**src/rtl/stack_unit.sv**
```systemverilog
// LIFO operand stack beside the datapath: push/pop/peek strobes from the controller,
// registered read data, occupancy and sticky overflow/underflow flags.
module stack_unit #(
  parameter int unsigned WIDTH = 8,
  parameter int unsigned DEPTH = 8
) (
  input  logic                       clk,
  input  logic                       rst,
  input  logic                       push,
  input  logic                       pop,
  input  logic                       tos,
  input  logic [WIDTH-1:0]           d_in,
  input  logic                       clr_err,
  output logic [WIDTH-1:0]           d_out,
  output logic [$clog2(DEPTH+1)-1:0] count,
  output logic                       full,
  output logic                       empty,
  output logic                       ovf,
  output logic                       unf
);

  localparam int unsigned CW = $clog2(DEPTH + 1);
  localparam int unsigned AW = (DEPTH > 1) ? $clog2(DEPTH) : 1;

  logic [WIDTH-1:0] mem [DEPTH];
  logic [CW-1:0]    sp;
  logic [CW-1:0]    sp_nxt;
  logic [AW-1:0]    top_idx;
  logic [AW-1:0]    wr_idx;
  logic [WIDTH-1:0] top_val;
  logic             wr_en;
  logic [AW-1:0]    wr_addr;
  logic             dout_ld;
  logic [WIDTH-1:0] dout_nxt;
  logic             ovf_set;
  logic             unf_set;

  assign count   = sp;
  assign full    = (sp == CW'(DEPTH));
  assign empty   = (sp == CW'(0));
  assign top_idx = AW'(sp - CW'(1));
  assign wr_idx  = AW'(sp);
  assign top_val = mem[top_idx];

  // Command decode; illegal operations are suppressed so sp saturates at 0 and DEPTH.
  always_comb begin
    sp_nxt   = sp;
    wr_en    = 1'b0;
    wr_addr  = wr_idx;
    dout_ld  = 1'b0;
    dout_nxt = d_out;
    ovf_set  = 1'b0;
    unf_set  = 1'b0;
    if (push && pop) begin
      if (!empty) begin
        wr_en    = 1'b1;
        wr_addr  = top_idx;
        dout_ld  = 1'b1;
        dout_nxt = top_val;
      end else begin
        wr_en   = 1'b1;
        sp_nxt  = sp + CW'(1);
        unf_set = 1'b1;
      end
    end else if (push) begin
      if (!full) begin
        wr_en  = 1'b1;
        sp_nxt = sp + CW'(1);
      end else begin
        ovf_set = 1'b1;
      end
    end else if (pop || tos) begin
      dout_ld = 1'b1;
      if (!empty) begin
        dout_nxt = top_val;
        if (pop) sp_nxt = sp - CW'(1);
      end else begin
        dout_nxt = '0;
        unf_set  = 1'b1;
      end
    end
  end

  always_ff @(posedge clk or negedge rst) begin
    if (!rst) begin
      sp    <= '0;
      d_out <= '0;
      ovf   <= 1'b0;
      unf   <= 1'b0;
    end else begin
      sp  <= sp_nxt;
      ovf <= ovf_set | (ovf & ~clr_err);
      unf <= unf_set | (unf & ~clr_err);
      if (dout_ld) d_out <= dout_nxt;
    end
  end

  // Storage array is deliberately not reset; it is unobservable while empty.
  always_ff @(posedge clk) begin
    if (wr_en) mem[wr_addr] <= d_in;
  end

endmodule

```
**config.mk**
```make
export PLATFORM = sky130hd
export DESIGN_NAME = stack_unit
export DESIGN_NICKNAME = d
export VERILOG_FILES = /design/src/rtl/stack_unit.sv
export SDC_FILE = /design/constraint.sdc
export NUM_CORES = 1
export LEC_CHECK = 0
export BUFFER_PORTS_ARGS = -buffer_cell sky130_fd_sc_hd__buf_2
export CAP_MARGIN = 20
export CORE_UTILIZATION = 50
export CTS_CLUSTER_DIAMETER = 150
export CTS_CLUSTER_SIZE = 25
export DETAILED_ROUTE_END_ITERATION = 10
export HOLD_SLACK_MARGIN = 0.03
export MAX_ROUTING_LAYER = met4
export PLACE_DENSITY = 0.79
export SLEW_MARGIN = 20
export SYNTH_ARGS = -nofsm -noshare
export SYNTH_HDL_FRONTEND = slang
export SYNTH_SLANG_ARGS = --single-unit
```
**constraint.sdc**
```tcl
create_clock -name clk -period 5.5 [get_ports clk]
set_clock_uncertainty 0.1 [all_clocks]
set_input_delay 0.825 -clock clk [delete_from_list [all_inputs] [get_ports clk]]
set_output_delay 0.825 -clock clk [all_outputs]
set_load 0.01 [all_outputs]
```
==> results of run 1 <==
==> registers in the layout (all words and copies together) (netlist names) <==
| register | count |
|---|---|
| mem | 64 |
| d_out | 8 |
| count | 4 |
| ovf | 1 |
| unf | 1 |
==> routing by layer <==
metal	track usage	routed length (um)	up-vias	share of wire
met2	0.290	2910	90	0.44
met5	-	0	-	0
met1	0.320	3230	973	0.48
met3	0.0560	484	6	0.072
met4	0.0678	52	0	0.0078
li1	-	-	878	-
==> final cells by class <==
class                      instances  area, sq um
multi-input combinational        101          978
timing repair buffer              30          150
clock buffer                       9          124
fill                             496         2680
clock inverter                     7         77.6
sequential                        78         2270
inverter                          20         80.1
tap                               77         96.3
==> cell usage in the layout, fill, tap and decap left out, types with 3 or more instances in the layout <==
cell type and n:
o21ai_2 3, a211oi_1 3, nand3_1 4, inv_6 3, nor3_1 6, nor2_1 3, xnor2_1 3, mux4_2 14
o21ai_0 4, edfxtp_1 64, clkbuf_8 9, nor3_2 3, nor2b_1 3, dfrtp_1 13, nand2_1 13, inv_1 19
buf_2 29, o221ai_1 7
==> power groups by stage <==
stage / logic, W / registers (W) / clock network (W)
global placement: 0.000652 / 0.000877 / 0
floorplan: 0.000537 / 0.000833 / 0
global route: 0.000736 / 0.000884 / 0.000466
detailed placement: 0.000668 / 0.000880 / 0
finish: 0.000676 / 0.000866 / 0.000438
CTS: 0.000668 / 0.000869 / 0.000438
==> stage by stage <==
| step | cells | util | worst slack, ns |
|---|---|---|---|
| after floorplan | 211 | - | 2.56 |
| after global placement | 305 | 0.551 | 1.73 |
| after detailed placement | 305 | 0.551 | 1.53 |
| after CTS | 321 | 0.582 | 1.50 |
| after global routing | 322 | 0.585 | 1.72 |
| final | 322 | 0.585 | 2.02 |
==> worst max path at each step <==
stage,startpoint,end,slack [ns],cells past startpoint
after floorplan,count[0],mem[2][0],2.56,8
after global placement,count[0],mem[3][2],1.73,4
after detailed placement,count[0],mem[6][4],1.53,4
after CTS,count[0],mem[6][3],1.50,4
after global routing,count[0],mem[0][0],1.72,4
final,count[0],mem[5][0],2.02,4
==> worst max-delay path, delay by kind of cell (launching register included) <==
| kind | cells | cell delay [ns] |
|---|---|---|
| AOI/OAI and AO/OA | 1 | 0.31 |
| adders and majority gates | 1 | 0.83 |
| buffers and inverters | 1 | 0.22 |
| DFF | 1 | 0.77 |
| and+or+nand+nor | 1 | 0.86 |
==> cells by family after synthesis <==
family                   Yosys count  share of synthesized area
XOR/XNOR                           3                    0.00775
AND/OR/NAND/NOR                   45                     0.0731
multiplexers                      19                      0.118
buffers and inverters             32                     0.0458
flip-flops                        78                      0.670
AO/OA/AOI/OAI                     32                     0.0782
adder cells (fa/ha/maj)            2                    0.00738
==> results.cfg, run 1 <==
[floorplanning]
num_rows = 29
die-area_sq_um = 7110
core_sq_um = 6460
die_h_um = 84.4
initial_core_util = 0.525
io_pins = 30
die_x_um = 84.4

[power]
intPower_w = 0.00129
pwr-share-comb = 0.341
power.leakage_nw = 1.38
pwr_density_cell_nw_per_um2 = 524
netSwitchingFraction = 0.348
p_total_w = 0.00198
p_seq_frac = 0.438
power.switching_w = 0.000688
p_clk_frac = 0.221
ir_worst_vdd_mv = 0.235

[sta]
setup_tns_ns = 0
fmax_mhz = 287
setup_viol = 0
hold_viol = 0
max-slew-margin-rel = 0.299
grt_setup_unrepaired = no
whs_ns = 0.257
worstMarginPinSlew_ns = 1.04
finalCriticalPeriod_ns = 3.48
slew_violations = 0
period_share = 0.633

[clock_tree]
cts_buffers = 9
clk_pin_slew_worst_paths_ns = 0.09
hold_buffers = 0
cts_resized = 0
clk_path_buf_depth = 2
insertion_delay_ns = 0.35
cts_setup_buffers = 0
ctsRootBufferMaster = clkbuf_8
clock-sinks = 78
cts_tree = yes
h-tree-depth = 3

[routing]
viasPerCell = 6.05
routed_wl_um = 6680
wl_per_cell_um = 20.7
drtIter0Drc = 156
ant_nets = 0
drcViolationCount = 5
num_vias = 1947
firstDrtPassIters = 10

[placement]
port_buffers = 29
gp_congestion = 0.903
place_hpwl_um = 4690
dpl-instance-area_sq_um = 3560

[cells_and_area]
area_growth_pct = 11.5
layout-drive-gt1-share = 0.310
nNetsFinal = 256
antenna_cells = 0
final_area_sq_um = 3780

[setup_path]
endpoint_kind = flop
arrival_ns = 3.36
slowest_delay_ns = 0.86
criticalPathCategory = flop to flop
startpoint_type = flop
ff2ff_setup_slack_ns = 2.02
r2r_cells = 4
cp.required_ns = 5.37
worst_r2r_endpoint = mem[5][0]
crit_path_max_fanout = 23
crit_chain = inv_1 > ha_1 > o31ai_1 > nor3_1
r2r-start = count[0]
crit_slowest_cell = nor3_1

[grt]
grt_pass1_vias = 1851
antenna_found_initial = 0
grt_usage = 0.214
grt_start_max_net_pins = 24
grt_overflow = 0
grt_first_pass_wirelength_um = 10600

[synthesis]
synth_fp_nets = 227
synth-seq-cells = 78
ys_top_cells_by_area = edfxtp_1 57%, dfrtp_1 10%, mux4_2 9.3%, inv_1 2.1%, o221ai_1 1.8%
synth_edf_count = 64
ys.flop_type = edfxtp_1
synthArstFlopShare = 0.179
yosys_warnings = 0
synth.distinct_cells = 47
yosys.area.top_type_share = 0.567
syn_area_per_cell_sq_um = 16.1
ys_seq_area_frac = 0.670
synth_top_area_cell = edfxtp_1
synth_common_cells = 64 x edfxtp_1, 19 x inv_1, 14 x dfrtp_1, 14 x mux4_2, 13 x nand2_1
synthesis.instances = 211
synth_most_common_cell = edfxtp_1
syn_area_sq_um = 3390

[run_status]
status = complete, but fails checks
violations = design-rule violations

[hold_path]
worstHoldPathType = primary input to asynchronous set/reset pin

[job]
drv_cap = 0
Power figures use the tool's default switching activity.
==> inputs of run 2 (changes only) <==
==> constraint.sdc (replaced) <==
create_clock -name clk -period 3.35 [get_ports clk]
set_clock_uncertainty 0.1 [all_clocks]
set_input_delay 0.5025 -clock clk [delete_from_list [all_inputs] [get_ports clk]]
set_output_delay 0.5025 -clock clk [all_outputs]
set_load 0.01 [all_outputs]
==> run 2 against run 1 <==
Clock power is 64% higher. The flow still finishes with violations (design-rule violations). Critical path depth is 1 higher. Flip-flop and latch count stayed put. Critical endpoint is now empty. Routed wire length is 6.9% lower.
==> results.cfg, run 2 (same netlist as run 1, synthesis figures left out) <==
[floorplanning]
io_pins = 30
die-area_sq_um = 7110
core_sq_um = 6460
num_rows = 29
die_h_um = 84.4
initial_core_util = 0.525
die_x_um = 84.4

[clock_tree]
cts_tree = yes
h-tree-depth = 3
clk_path_buf_depth = 2
insertion_delay_ns = 0.35
clk_pin_slew_worst_paths_ns = 0.08
clock-sinks = 78
ctsRootBufferMaster = clkbuf_8
cts_buffers = 9

[placement]
place_hpwl_um = 4090
port_buffers = 29
gp_congestion = 0.814
dpl-instance-area_sq_um = 3670

[power]
pwr_density_cell_nw_per_um2 = 844
power.leakage_nw = 1.46
ir_worst_vdd_mv = 0.352

[sta]
hold_viol = 0
finalCriticalPeriod_ns = 2.56
max-slew-margin-rel = 0.460
period_share = 0.764
fmax_mhz = 391
worstMarginPinSlew_ns = 0.804
setup_tns_ns = 0
grt_setup_unrepaired = no
setup_viol = 0
slew_violations = 0

[cells_and_area]
largest_reg_flops = 64
final_common_cell = edfxtp_1
area_growth_pct = 14.6
nNetsFinal = 271
fillers = 507
antenna_cells = 0
regMostFlops = mem
final_cell_mix = 64 x edfxtp_1, 29 x buf_2, 19 x inv_1
final_area_sq_um = 3890
layout-drive-gt1-share = 0.331

[hold_path]
worstHoldPathType = primary input to flop
holdCritStartpoint = clr_err

[setup_path]
startpoint_type = flop
arrival_ns = 1.96
endpoint_kind = primary output
crit_path_max_fanout = 10
criticalPathCategory = flop to primary output
r2r-start = count[1]
crit_start = count[1]
cp.required_ns = 2.75

[routing]
num_vias = 1927
drtIter0Drc = 129
viasPerCell = 5.72
wl_per_cell_um = 18.4
drcViolationCount = 5
routed_wl_um = 6220
firstDrtPassIters = 8
ant_nets = 0

[grt]
grt_usage = 0.199
antenna_found_initial = 0
grt_first_pass_wirelength_um = 9850
grt_pass1_vias = 1864
grt_start_max_net_pins = 23
grt_overflow = 0

[run_status]
violations = design-rule violations
status = complete, but fails checks

[job]
drv_cap = 0
-- run 2: final timing paths --
check / to / slack, ns / cells past startpoint
setup / recovery: empty / 0.79 / 5
hold / removal: ovf / 0.24 / 2
setup reg to reg: mem[0][6] / 0.80 / 7
hold reg to reg: d_out[0] / 0.37 / 2
max in group asynchronous: d_out[2] / 2.39 / 2
min in group asynchronous: count[3] / 0.49 / 2
-- run 2: metal layers --
layer	vias to the layer above	GRT usage	wire, um
li1	914	-	-
met1	951	0.265	2810
met2	53	0.306	3050
met3	9	0.0472	294
met4	0	0.0647	62
met5	-	-	0
-- run 2: power by group --
part           switching (W)  internal [W]  total, W
clock               0.000350      0.000368  0.000719
combinational       0.000658      0.000567   0.00122
sequential         0.0000930       0.00125   0.00134
-- run 2: what timing repair did --
action,CTS,global route
hold buffers,1,0
endpoints found under the hold margin,14,0
setup buffers,0,0
endpoints found under the setup margin,0,0
resized for setup,0,0
-- run 2: worst max-delay path: stages, from the launching register on --
cell,delay [ns]
dfrtp_1,0.47
inv_1,0.11
ha_1,0.33
or3b_4,0.48
clkinv_4,0.08
buf_2,0.13
-- run 2: metrics by stage --
stage	total power, W	hold WS, ns	instances	util	worst slack [ns]
4_1_cts	0.00331	0.230	337	0.602	0.793
6_report	0.00328	0.243	337	0.602	0.792
3_5_place_dp	0.00259	0.337	320	0.568	0.854
2_1_floorplan	0.00225	0.107	211	-	0.405
3_3_place_gp	0.00256	0.336	320	0.568	0.878
5_1_grt	0.00346	0.253	337	0.602	0.648
-- run 2: layout make-up --
type / instances / area (sq um) / area share
clock inverter: 6 / 68.8 / 0.0177
tap: 77 / 96.3 / 0.0248
clock buffer: 10 / 138 / 0.0354
multi-input combinational: 101 / 963 / 0.248
sequential: 78 / 2270 / 0.585
timing repair buffer: 45 / 268 / 0.0689
inverter: 20 / 80.1 / 0.0206
==> inputs of run 3 (changes only) <==
--- a/config.mk
+++ b/config.mk
@@ -13,7 +13,7 @@
 export DETAILED_ROUTE_END_ITERATION = 10
 export HOLD_SLACK_MARGIN = 0.03
 export MAX_ROUTING_LAYER = met4
-export PLACE_DENSITY = 0.79
+export PLACE_DENSITY = 0.81
 export SLEW_MARGIN = 20
 export SYNTH_ARGS = -nofsm -noshare
 export SYNTH_HDL_FRONTEND = slang
==> constraint.sdc (replaced) <==
create_clock -name clk -period 2.3 [get_ports clk]
set_clock_uncertainty 0.1 [all_clocks]
set_input_delay 0.345 -clock clk [delete_from_list [all_inputs] [get_ports clk]]
set_output_delay 0.345 -clock clk [all_outputs]
set_load 0.01 [all_outputs]
==> run 3 against run 2 <==
The flow still finishes with violations (design-rule violations). Routed wire length rose by 14%. First-iteration DRC count rose by 64%. Count of clock-buffer cells in the layout unchanged. Total power rose by 58%. Cell area grew 7.1%. Non-clock buffer count rose by 10. Largest power group is now combinational cells. Critical path type is now flop to flop. Largest cell class unchanged. Sequential power rose by 44%.
==> results.cfg, run 3 (same netlist as run 1, synthesis figures left out) <==
[setup_path]
criticalPathCategory = flop to flop
startpoint_type = flop
critPathTopFamily = simple AND/OR/NAND/NOR gates
slowest_delay_ns = 0.41
crit_chain = inv_1 > ha_4 > or3b_4 > and3_1 > o21ai_4 > nor3_4 > buf_4
crit_slowest_cell = or3b_4
r2r_cells = 7
cp.depth = 7
cp.required_ns = 2.31
arrival_ns = 2.23
worst_r2r_endpoint = mem[1][6]
cp_num_buf_inv = 2
r2r-start = count[1]
crit_end = mem[1][6]
crit_start = count[1]
ff2ff_setup_slack_ns = 0.08
endpoint_kind = flop
crit_path_max_fanout = 5

[clock_tree]
ctsRootBufferMaster = clkbuf_8
h-tree-depth = 3
clk_pin_slew_worst_paths_ns = 0.08
cts_buffers = 9
clock-sinks = 78
insertion_delay_ns = 0.34
clk_path_buf_depth = 2
cts_tree = yes

[routing]
ant_nets = 0
firstDrtPassIters = 7
num_vias = 2037
viasPerCell = 5.87
routed_wl_um = 7070
wl_per_cell_um = 20.4
drtIter0Drc = 211
drcViolationCount = 6

[hold_path]
worstHoldPathType = primary input to flop

[grt]
grt_start_max_net_pins = 23
grt_pass1_vias = 2031
grt_use_met3 = 0.0324
grt_first_pass_wirelength_um = 11100
grt_overflow = 0
use_met1 = 0.312
use_met2 = 0.345
antenna_found_initial = 0
grt_usage = 0.223
grt.busiest_layer = met2

[floorplanning]
num_rows = 29
die-area_sq_um = 7110
io_pins = 30
initial_core_util = 0.525
die_x_um = 84.4
core_sq_um = 6460
die_h_um = 84.4

[cells_and_area]
post-route-util = 0.644
final_common_cell = edfxtp_1
instances_no_fill = 347
antenna_cells = 0
regMostFlops = mem
area_growth_pct = 22.7
nNetsFinal = 281
layout-drive-gt1-share = 0.404
final_cell_mix = 64 x edfxtp_1, 29 x buf_2, 20 x buf_4
largest_reg_flops = 64

[run_status]
violations = design-rule violations
status = complete, but fails checks

[sta]
worstMarginPinSlew_ns = 0.588
max-slew-margin-rel = 0.601
fmax_mhz = 451
period_share = 0.965
setup_viol = 0
finalCriticalPeriod_ns = 2.22
whs_ns = 0.0910
setup_tns_ns = 0
slew_violations = 0
hold_viol = 0

[power]
ir_worst_vdd_mv = 0.740
power.leakage_nw = 1.56
pwr_density_cell_nw_per_um2 = 1250

[placement]
gp_congestion = 0.843
port_buffers = 29
place_hpwl_um = 4870
dp_cells = 324

[job]
drv_cap = 0
-- run 3: changes by cell type in the layout (fill, tap and decap cells not counted), sizes merged --
cell      change
clkinv        +1
clkinvlp      -1
buf          +10
-- run 3: timing repair --
item,4_1_cts,5_1_grt
endpoints found under the hold margin,14,0
pin swaps,2,3
setup buffers,2,4
hold buffers,1,0
setup endpoints to repair,16,40
resized for setup,0,2
-- run 3: stage by stage --
stage	total power, W	area, sq um	worst slack [ns]
finish	0.00520	4160	0.0813
global route	0.00549	4160	-0.00257
CTS	0.00516	4100	0.0198
detailed placement	0.00418	3880	-0.0275
global placement	0.00408	3880	0.0477
floorplan	0.00351	3540	-0.120
-- run 3: layout make-up --
cell class | count | area [sq um]
Timing Repair Buffer | 55 | 405
Inverter | 20 | 85.1
Clock buffer | 10 | 128
Tap cell | 77 | 96.3
Clock inverter | 6 | 61.3
Sequential cell | 78 | 2270
Fill cell | 486 | 2300
Multi-Input combinational cell | 101 | 1110
-- run 3: report_power, final --
part,switching (W),total (W),internal [W]
combinational,0.00124,0.00228,0.00103
sequential,0.000109,0.00193,0.00182
clock,0.000493,0.000993,0.000500
-- run 3: worst reg2reg max path, stage by stage, from the launching register on --
cell	delay, ns
dfrtp_2	0.40
inv_1	0.11
ha_4	0.15
or3b_4	0.41
and3_1	0.24
o21ai_4	0.31
nor3_4	0.09
buf_4	0.18
-- run 3: how the worst min path moves through the flow --
stage | cells after the start | endpoint | from
after floorplan | 0 | count[0] | rst
after global placement | 1 | ovf | rst
after detailed placement | 1 | unf | rst
after CTS | 2 | unf | clr_err
after global routing | 2 | ovf | clr_err
final | 2 | ovf | clr_err
-- run 3: routing by layer --
layer	vias up	wire length, um	share of wire
met4	0	82	0.012
li1	931	-	-
met2	68	3480	0.49
met3	7	375	0.053
met5	-	0	0
met1	1031	3130	0.44
